## src/rtl/fetch_predict_unit.sv

```systemverilog
// Fetch PC generation with a 2-bit-counter BHT and an in-order queue of outstanding branch
// predictions; resolutions from EX pop the queue, train the BHT and redirect on mispredicts.
module fetch_predict_unit #(
    parameter int unsigned     XLEN        = 32,
    parameter int unsigned     BHT_ENTRIES = 64,
    parameter int unsigned     BQ_DEPTH    = 4,
    parameter logic [XLEN-1:0] RESET_PC    = '0
) (
    input  logic                        clk,
    input  logic                        reset_n,
    input  logic [31:0]                 instr,
    input  logic                        stall,
    input  logic                        res_valid,
    input  logic                        res_taken,
    input  logic [XLEN-1:0]             res_target,
    input  logic                        jalr_valid,
    input  logic [XLEN-1:0]             jalr_target,
    output logic [XLEN-1:0]             address,
    output logic                        pred_taken,
    output logic                        flush,
    output logic                        bq_full,
    output logic [$clog2(BQ_DEPTH):0]   bq_count,
    output logic                        res_err
);
    localparam int unsigned IDX_W = $clog2(BHT_ENTRIES);
    localparam int unsigned PTR_W = $clog2(BQ_DEPTH);
    localparam int unsigned CNT_W = PTR_W + 1;

    logic [XLEN-1:0]  r_pc;
    logic [1:0]       r_bht [BHT_ENTRIES];
    logic [XLEN-1:0]  r_bq_pc [BQ_DEPTH];
    logic [IDX_W-1:0] r_bq_idx [BQ_DEPTH];
    logic             r_bq_pred [BQ_DEPTH];
    logic [PTR_W-1:0] r_head;
    logic [PTR_W-1:0] r_tail;
    logic [CNT_W-1:0] r_count;

    logic             w_is_b;
    logic             w_is_jal;
    logic [XLEN-1:0]  w_b_imm;
    logic [XLEN-1:0]  w_j_imm;
    logic [IDX_W-1:0] w_idx;
    logic             w_bht_taken;
    logic             w_empty;
    logic             w_full;
    logic             w_pop;
    logic             w_mispredict;
    logic             w_flush;
    logic             w_hold;
    logic             w_push;
    logic [IDX_W-1:0] w_head_idx;
    logic [1:0]       w_ctr;
    logic [1:0]       w_ctr_next;
    logic [XLEN-1:0]  w_pc_next;

    assign w_is_b   = (instr[6:0] == 7'b1100011);
    assign w_is_jal = (instr[6:0] == 7'b1101111);
    assign w_b_imm  = {{(XLEN-13){instr[31]}}, instr[31], instr[7], instr[30:25], instr[11:8], 1'b0};
    assign w_j_imm  = {{(XLEN-21){instr[31]}}, instr[31], instr[19:12], instr[20], instr[30:21],
                       1'b0};

    assign w_idx       = r_pc[IDX_W+1:2];
    assign w_bht_taken = r_bht[w_idx][1];

    assign w_empty      = (r_count == '0);
    assign w_full       = (r_count == CNT_W'(BQ_DEPTH));
    assign w_pop        = res_valid && !w_empty;
    assign w_head_idx   = r_bq_idx[r_head];
    assign w_mispredict = w_pop && (res_taken != r_bq_pred[r_head]);
    assign w_flush      = w_mispredict || jalr_valid;
    assign w_hold       = stall || (w_is_b && w_full);
    assign w_push       = w_is_b && !w_hold && !w_flush;

    assign address    = r_pc;
    assign pred_taken = w_is_jal || (w_is_b && w_bht_taken);
    // Gated by reset_n so both stay low while reset is held, whatever the inputs do.
    assign flush      = reset_n && w_flush;
    assign res_err    = reset_n && res_valid && w_empty;
    assign bq_full    = w_full;
    assign bq_count   = r_count;

    always_comb begin
        w_ctr      = r_bht[w_head_idx];
        w_ctr_next = w_ctr;
        if (res_taken) begin
            if (w_ctr != 2'b11) w_ctr_next = w_ctr + 2'b01;
        end else begin
            if (w_ctr != 2'b00) w_ctr_next = w_ctr - 2'b01;
        end
    end

    always_comb begin
        w_pc_next = r_pc + XLEN'(4);
        if (w_mispredict) begin
            w_pc_next = res_taken ? res_target : r_bq_pc[r_head] + XLEN'(4);
        end else if (jalr_valid) begin
            w_pc_next = jalr_target;
        end else if (w_hold) begin
            w_pc_next = r_pc;
        end else if (w_is_jal) begin
            w_pc_next = r_pc + w_j_imm;
        end else if (w_is_b && w_bht_taken) begin
            w_pc_next = r_pc + w_b_imm;
        end
    end

    always_ff @(posedge clk or negedge reset_n) begin
        if (!reset_n) begin
            r_pc <= RESET_PC;
        end else begin
            r_pc <= w_pc_next;
        end
    end

    always_ff @(posedge clk or negedge reset_n) begin
        if (!reset_n) begin
            for (int i = 0; i < BHT_ENTRIES; i++) r_bht[i] <= 2'b01;
        end else if (w_pop) begin
            r_bht[w_head_idx] <= w_ctr_next;
        end
    end

    always_ff @(posedge clk or negedge reset_n) begin
        if (!reset_n) begin
            r_head  <= '0;
            r_tail  <= '0;
            r_count <= '0;
        end else if (w_flush) begin
            r_head  <= '0;
            r_tail  <= '0;
            r_count <= '0;
        end else begin
            if (w_pop)  r_head <= r_head + PTR_W'(1);
            if (w_push) r_tail <= r_tail + PTR_W'(1);
            r_count <= r_count + CNT_W'(w_push) - CNT_W'(w_pop);
        end
    end

    // Payload needs no reset: entries are only read while counted as occupied.
    always_ff @(posedge clk) begin
        if (w_push) begin
            r_bq_pc[r_tail]   <= r_pc;
            r_bq_idx[r_tail]  <= w_idx;
            r_bq_pred[r_tail] <= w_bht_taken;
        end
    end
endmodule

```

## config.mk

```make
export PLATFORM = sky130hd
export DESIGN_NAME = fetch_predict_unit
export DESIGN_NICKNAME = d
export VERILOG_FILES = /design/src/rtl/fetch_predict_unit.sv
export SDC_FILE = /design/constraint.sdc
export NUM_CORES = 1
export LEC_CHECK = 0
export BUFFER_PORTS_ARGS = -buffer_cell sky130_fd_sc_hd__buf_4
export CAP_MARGIN = 20
export CORE_ASPECT_RATIO = 0.7
export CORE_MARGIN = 2
export CORE_UTILIZATION = 35
export CTS_BUF_LIST = sky130_fd_sc_hd__clkbuf_4
export DETAILED_ROUTE_END_ITERATION = 8
export PLACE_DENSITY = 0.5
export SYNTH_ARGS = -nofsm -noshare
export SYNTH_HDL_FRONTEND = slang
export SYNTH_SLANG_ARGS = --single-unit
```

## constraint.sdc

```tcl
create_clock -name clk -period 5.79 [get_ports clk]
set_input_delay 0.579 -clock clk [delete_from_list [all_inputs] [get_ports clk]]
set_output_delay 0.579 -clock clk [all_outputs]
set_load 0.1 [all_outputs]
```

==> flow_summary_export.csv, run 1 <==
group,metric,value,unit
status,status,"completed",
grt,grt-ovfl-total,0,
clocking,clock_sinks,299,
synthesis,syn_inst,1715,
synthesis,synth_area_leaders,"edfxtp_1 21%, dfrtp_1 14%, dfstp_2 8.9%",
worst_setup_path,path_common_cell,"buf_4",
grt,grt_pass1_wl,96.9,mm
worst_setup_path,cp.required,5210,ps
timing,relSlewSlack,21.8,%
drt,routedWlPerCell,24.6,µm
min_path,whs_endpoint,"address[30]$_DFFE_PN0P_",
synthesis,async_flop_share,55.9,%
final_layout,syn_to_final_growth,15.0,%
grt,antenna_found_initial,3,
placed_design,routabilityCongestion,0.919,
clocking,htreeDepth,3,
placed_design,place.port_buffers,140,
timing,period_needed,5080,ps
floorplan,row_count,71,
drt,drtAntennaViolNets,0,
timing,setup_tns,0,ps
clocking,path_clk_slew,60,ps
floorplan,initial_utilization,35.2,%
drt,drcViolationCount,0,
clocking,cts_post_setup_buffers_inserted,0,
power_and_ir_drop,peakVddDrop,0.409,mV
drt,first_pass_iters,5,
floorplan,die-area,55600,µm²
synthesis,synth-main-ff-cell,"edfxtp_1",
synthesis,ys_types,82,
timing,hold_ws,66.3,ps
synthesis,yosys.area.top_type,"edfxtp_1",
synthesis,yosys_warnings,0,
worst_setup_path,cp_num_buf_inv,3,
worst_setup_path,slowest_delay,830,ps
power_and_ir_drop,p_total,0.0108,W
worst_setup_path,ff2ff_setup_slack,1050,ps
grt,grt_max_degree,139,
floorplan,die_w,281,µm
power_and_ir_drop,leakage,8.55,nW
timing,clock.fmax,197,MHz
clocking,cts_root_buf,"clkbuf_4",
synthesis,syn_area,18800,µm²
drt,initialDrtViolationCount,1799,
placed_design,hpwl,47.5,mm
power_and_ir_drop,power.density,501,nW/µm²
clocking,tritoncts,"yes",
timing,tightest_slew,1170,ps
drt,avgViaCountPerCell,5.76,
synthesis,ys_ff_latch,299,
floorplan,ios,141,
timing,hold_viol,0,
worst_setup_path,crit_path_top_delay_cell,"dfrtp_1",
worst_setup_path,worst-path-stages,9,
grt,grtUsageTotal,23.7,%
floorplan,coreArea,53400,µm²
grt,grt_pass1_vias,14700,
timing,setup_viol,0,
final_layout,post-route-util,40.5,%
worst_setup_path,arrival,4510,ps
worst_setup_path,ff2ff_path_depth,10,
clocking,clk_latency,830,ps
min_path,min_path_cells,3,
worst_setup_path,crit_family,"simple AND/OR/NAND/NOR gates",
synthesis,synth_most_common_cell,"mux2_2",
clocking,cts_buffers,83,
flow_run,maxCapViolations,0,
synthesis,synth_edf_count,132,
final_layout,drive_above_1_share,30.4,%
synthesis,synth_top_area_share,21.1,%
timing,finalCritPeriodShare,87.8,%
final_layout,nets,2027,
min_path,worst_hold_path_type,"input pin to flip-flop",
floorplan,die_h,198,µm
clocking,clockBufferDepth,3,
synthesis,syn_nets,1871,
worst_setup_path,critPathCaptureType,"output port",
drt,num_vias,15400,
drt,wl,65.8,mm
worst_setup_path,path_cells,"buf_4 -> mux4_2 -> mux2i_1 -> o32ai_1 -> nor4_1 -> nor3_2 -> nor2_2 -> inv_1 -> buf_4",
min_path,hp-start,"jalr_target[30]",
synthesis,ys_seq_area_share,43.8,%
worst_setup_path,r2r-end,"address[8]$_DFFE_PN0P_",
timing,finalMaxSlewViolations,0,
worst_setup_path,crit_type,"flip-flop to output port",
synthesis,avgSynthCellArea,11.0,µm²
worst_setup_path,reg2reg_from,"address[3]$_DFFE_PN0P_",
synthesis,synth_common_cells,"135 x mux2_2, 134 x nand2_1, 132 x edfxtp_1",
timing,skew,45.1,ps
worst_setup_path,critPathMaxFanout,14,
timing,grt_setup_unrepaired,"false",
worst_setup_path,startpoint_type,"flip-flop",
worst min-delay path: cells and delay by family:
family	cells	cell delay (ps)
simple gates	1	80
buf+inv	1	110
compound gates	1	70
timing repair:
item | 4_1_cts | 5_1_grt
hold buffers | 3 | 0
endpoints found under the hold margin | 31 | 0
resized for setup | 0 | 0
through the flow:
step | instance area [µm²] | setup slack [ps] | instances
3_5_place_dp | 20400 | 1210 | 2513
3_3_place_gp | 20400 | 1260 | 2513
4_1_cts | 21600 | 707 | 2670
2_1_floorplan | 18800 | 208 | 1715
5_1_grt | 21600 | 535 | 2671
6_report | 21600 | 706 | 2671
state kept, by name, summed over array words and instances (netlist names):
signal and cells:
r_bq_pc 108, r_bq_pred 4, r_bht 128, address 32, r_head 2, r_bq_idx 20, bq_count 3, r_tail 2
per-layer routing:
metal / global-route usage [%] / part of all wire, %
met5: 0 / 0.018
met4: 6.67 / 2.2
met3: 6.57 / 10
met2: 30.3 / 38
met1: 37.9 / 49
worst max path at each step:
stage	startpoint	slack (ps)	end
after global routing	address[3]$_DFFE_PN0P_	540	pred_taken
after CTS	address[3]$_DFFE_PN0P_	710	pred_taken
final	address[3]$_DFFE_PN0P_	710	pred_taken
after global placement	address[3]$_DFFE_PN0P_	1260	address[8]$_DFFE_PN0P_
after floorplan	bq_count[2]$_DFF_PN0_	210	bq_count[2]$_DFF_PN0_
after detailed placement	address[3]$_DFFE_PN0P_	1210	address[8]$_DFFE_PN0P_
kinds of logic (layout without fill, tap and decap cells):
logic type,count (synthesis),count (layout),synth area share [%]
fa+ha+maj,56,56,3.86
buf+inv,145,370,4.05
flops,299,299,43.8
xor+xnor,86,86,4.01
simple gates,486,486,12.4
other cells,0,1,0
compound gates,377,377,13.4
mux,266,266,18.5
area by class of cell:
cell class | instances | area, µm²
inverter | 42 | 160
multi-input combinational | 1271 | 9830
tap | 730 | 913
clock inverter | 21 | 143
antenna | 1 | 2.50
sequential | 299 | 8230
timing repair buffer | 174 | 1330
fill | 5258 | 31800
clock buffer | 133 | 998
placed cells by master (no fill, tap or decap), types with 51 or more instances in the layout:
master	count
mux2i_1	79
mux2_2	135
o21ai_0	71
ha_1	51
dfrtp_1	101
clkbuf_4	133
nor2_1	126
buf_4	169
a21oi_1	90
edfxtp_1	132
nand2_1	134
dfstp_2	64
xnor2_1	52
report_power, final:
| group | switching (W) | total (W) | internal (W) |
|---|---|---|---|
| Combinational | 0.00342 | 0.00522 | 0.00181 |
| Clock | 0.000968 | 0.00206 | 0.00109 |
| Sequential | 0.000629 | 0.00354 | 0.00291 |
| Total | 0.00501 | 0.0108 | 0.00581 |
Note: power is estimated with default switching activity, not from simulation.
==> inputs of run 2 (changes only) <==
CORE_ASPECT_RATIO = 1.4   (was 0.7)
==> flow_summary_export.csv, run 2 (synthesis results as in run 1) <==
group,metric,value,unit
status,status,"completed",
final_layout,seq_area,8230,µm²
floorplan,die_w,200,µm
final_layout,layout.cells.most_common_list,"175 x buf_4, 135 x mux2_2, 134 x nand2_1",
clocking,cts_root_buf,"clkbuf_4",
grt,grt_use_met2,43.8,%
timing,finalMaxSlewViolations,0,
timing,skew,48.0,ps
floorplan,die-area,55600,µm²
min_path,worst_hold_path_type,"input pin to flip-flop",
timing,setup_viol,0,
grt,grt_max_degree,76,
drt,routedWlPerCell,25.6,µm
final_layout,nets,2032,
worst_setup_path,ff2ff_setup_slack,1480,ps
drt,num_vias,15300,
final_layout,largest_register_ffs,128,
final_layout,fill_cells,5317,
clocking,cts_post_setup_buffers_inserted,0,
placed_design,hpwl,49.2,mm
clocking,clockBufferDepth,3,
timing,grt_setup_unrepaired,"false",
timing,finalCritPeriodShare,82.4,%
worst_setup_path,startpoint_type,"flip-flop",
final_layout,final_common_cell,"buf_4",
power_and_ir_drop,power.density,494,nW/µm²
floorplan,die_h,278,µm
final_layout,post-route-util,40.5,%
worst_setup_path,ff2ff_path_depth,10,
floorplan,row_count,100,
clocking,clock_sinks,299,
grt,grtUsageTotal,24.4,%
grt,grt_pass1_vias,15500,
timing,relSlewSlack,23.4,%
timing,setup_tns,0,ps
final_layout,multi_input_area,9830,µm²
worst_setup_path,crit_type,"flip-flop to output port",
floorplan,ios,141,
worst_setup_path,critPathMaxFanout,17,
final_layout,syn_to_final_growth,14.5,%
drt,drcViolationCount,0,
timing,hold_viol,0,
min_path,hp-start,"res_target[30]",
drt,drtAntennaViolNets,0,
power_and_ir_drop,peakVddDrop,0.394,mV
drt,wl,67.8,mm
clocking,path_clk_slew,80,ps
placed_design,place.port_buffers,140,
min_path,min_path_cells,3,
placed_design,routabilityCongestion,0.930,
drt,first_pass_iters,7,
grt,antenna_found_initial,3,
worst_setup_path,cp.required,5210,ps
timing,clock.fmax,210,MHz
final_layout,largest-register,"r_bht",
grt,met3_usage,3.62,%
final_layout,drive_above_1_share,30.0,%
clocking,clk_latency,830,ps
worst_setup_path,critPathCaptureType,"output port",
flow_run,maxCapViolations,0,
worst_setup_path,cp-endpoint,"pred_taken",
clocking,htreeDepth,3,
power_and_ir_drop,leakage,8.51,nW
grt,top_usage_layer,"met2",
grt,grt-ovfl-total,0,
timing,period_needed,4770,ps
worst_setup_path,reg2reg_from,"r_head[0]$_DFFE_PN0P_",
clocking,tritoncts,"yes",
worst_setup_path,crit_path_start,"address[2]$_DFFE_PN0P_",
drt,avgViaCountPerCell,5.79,
grt,gr-usage-met1,28.1,%
timing,tightest_slew,1140,ps
worst_setup_path,r2r-end,"r_bht[91]$_DFFE_PN0P_",
drt,initialDrtViolationCount,1013,
floorplan,coreArea,53200,µm²
floorplan,initial_utilization,35.3,%
grt,grt_pass1_wl,99.2,mm
clocking,cts_buffers,81,
worst_setup_path,arrival,4190,ps
## run 2: changes by cell type in the layout (fill, tap and decap cells not counted), sizes merged
cell,delta
clkinv,-1
clkinvlp,+1
clkbuf,-16
buf,+6
inv,+2
dlygate4sd3,+1
## run 2: timing repair
item,4_1_cts,5_1_grt
endpoints found under the hold margin,42,0
hold buffers,4,0
gates resized for setup,0,0
setup endpoints to repair,0,0
## run 2: report_power, final
part           internal, W  switching [W]  total (W)
clock network     0.000975       0.000949    0.00192
logic              0.00181        0.00332    0.00514
registers          0.00291       0.000664    0.00357
## run 2: worst max-delay path, cell delays in order (launching register included)
cell and delay (ps):
dfrtp_1 750, buf_4 350, mux4_2 570, mux4_2 510, a211oi_2 390, nor3_2 80, buf_4 220, nor2_2 110
inv_1 140, buf_4 270
## run 2: how the worst min path moves through the flow
stage                               to  slack [ps]
2_1_floorplan   address[0]$_DFFE_PN0P_         280
3_3_place_gp     r_bht[71]$_DFFE_PN0P_         510
3_5_place_dp    r_bht[127]$_DFFE_PN0P_         520
4_1_cts         address[9]$_DFFE_PN0P_          20
5_1_grt        address[30]$_DFFE_PN0P_          60
6_report       address[30]$_DFFE_PN0P_          50
## run 2: layout make-up
class	instances	area share, %
antenna	1	0.0116
tap	714	4.15
sequential	299	38.2
clock buffer	117	4.08
timing repair buffer	181	6.44
inverter	42	0.744
multi-input combinational	1271	45.7
clock inverter	23	0.634
## run 2: per-layer routing
layer | share of wire, % | up-vias | routed length [µm]
li1 | - | 6882 | -
met1 | 38 | 7720 | 25600
met2 | 52 | 584 | 35500
met3 | 5.3 | 152 | 3590
met4 | 4.5 | 4 | 3020
met5 | 0.040 | - | 27
## run 2: metrics by stage
stage,area [µm²],hold slack [ps],setup WS (ps),power [W],instances
after floorplan,18800,283,208,0.00713,1715
final,21500,50.1,1020,0.0106,2648
after global routing,21500,63.7,818,0.0112,2648
after global placement,20500,509,1550,0.00869,2503
after detailed placement,20500,520,1550,0.00873,2503
after CTS,21500,15.9,982,0.0107,2647
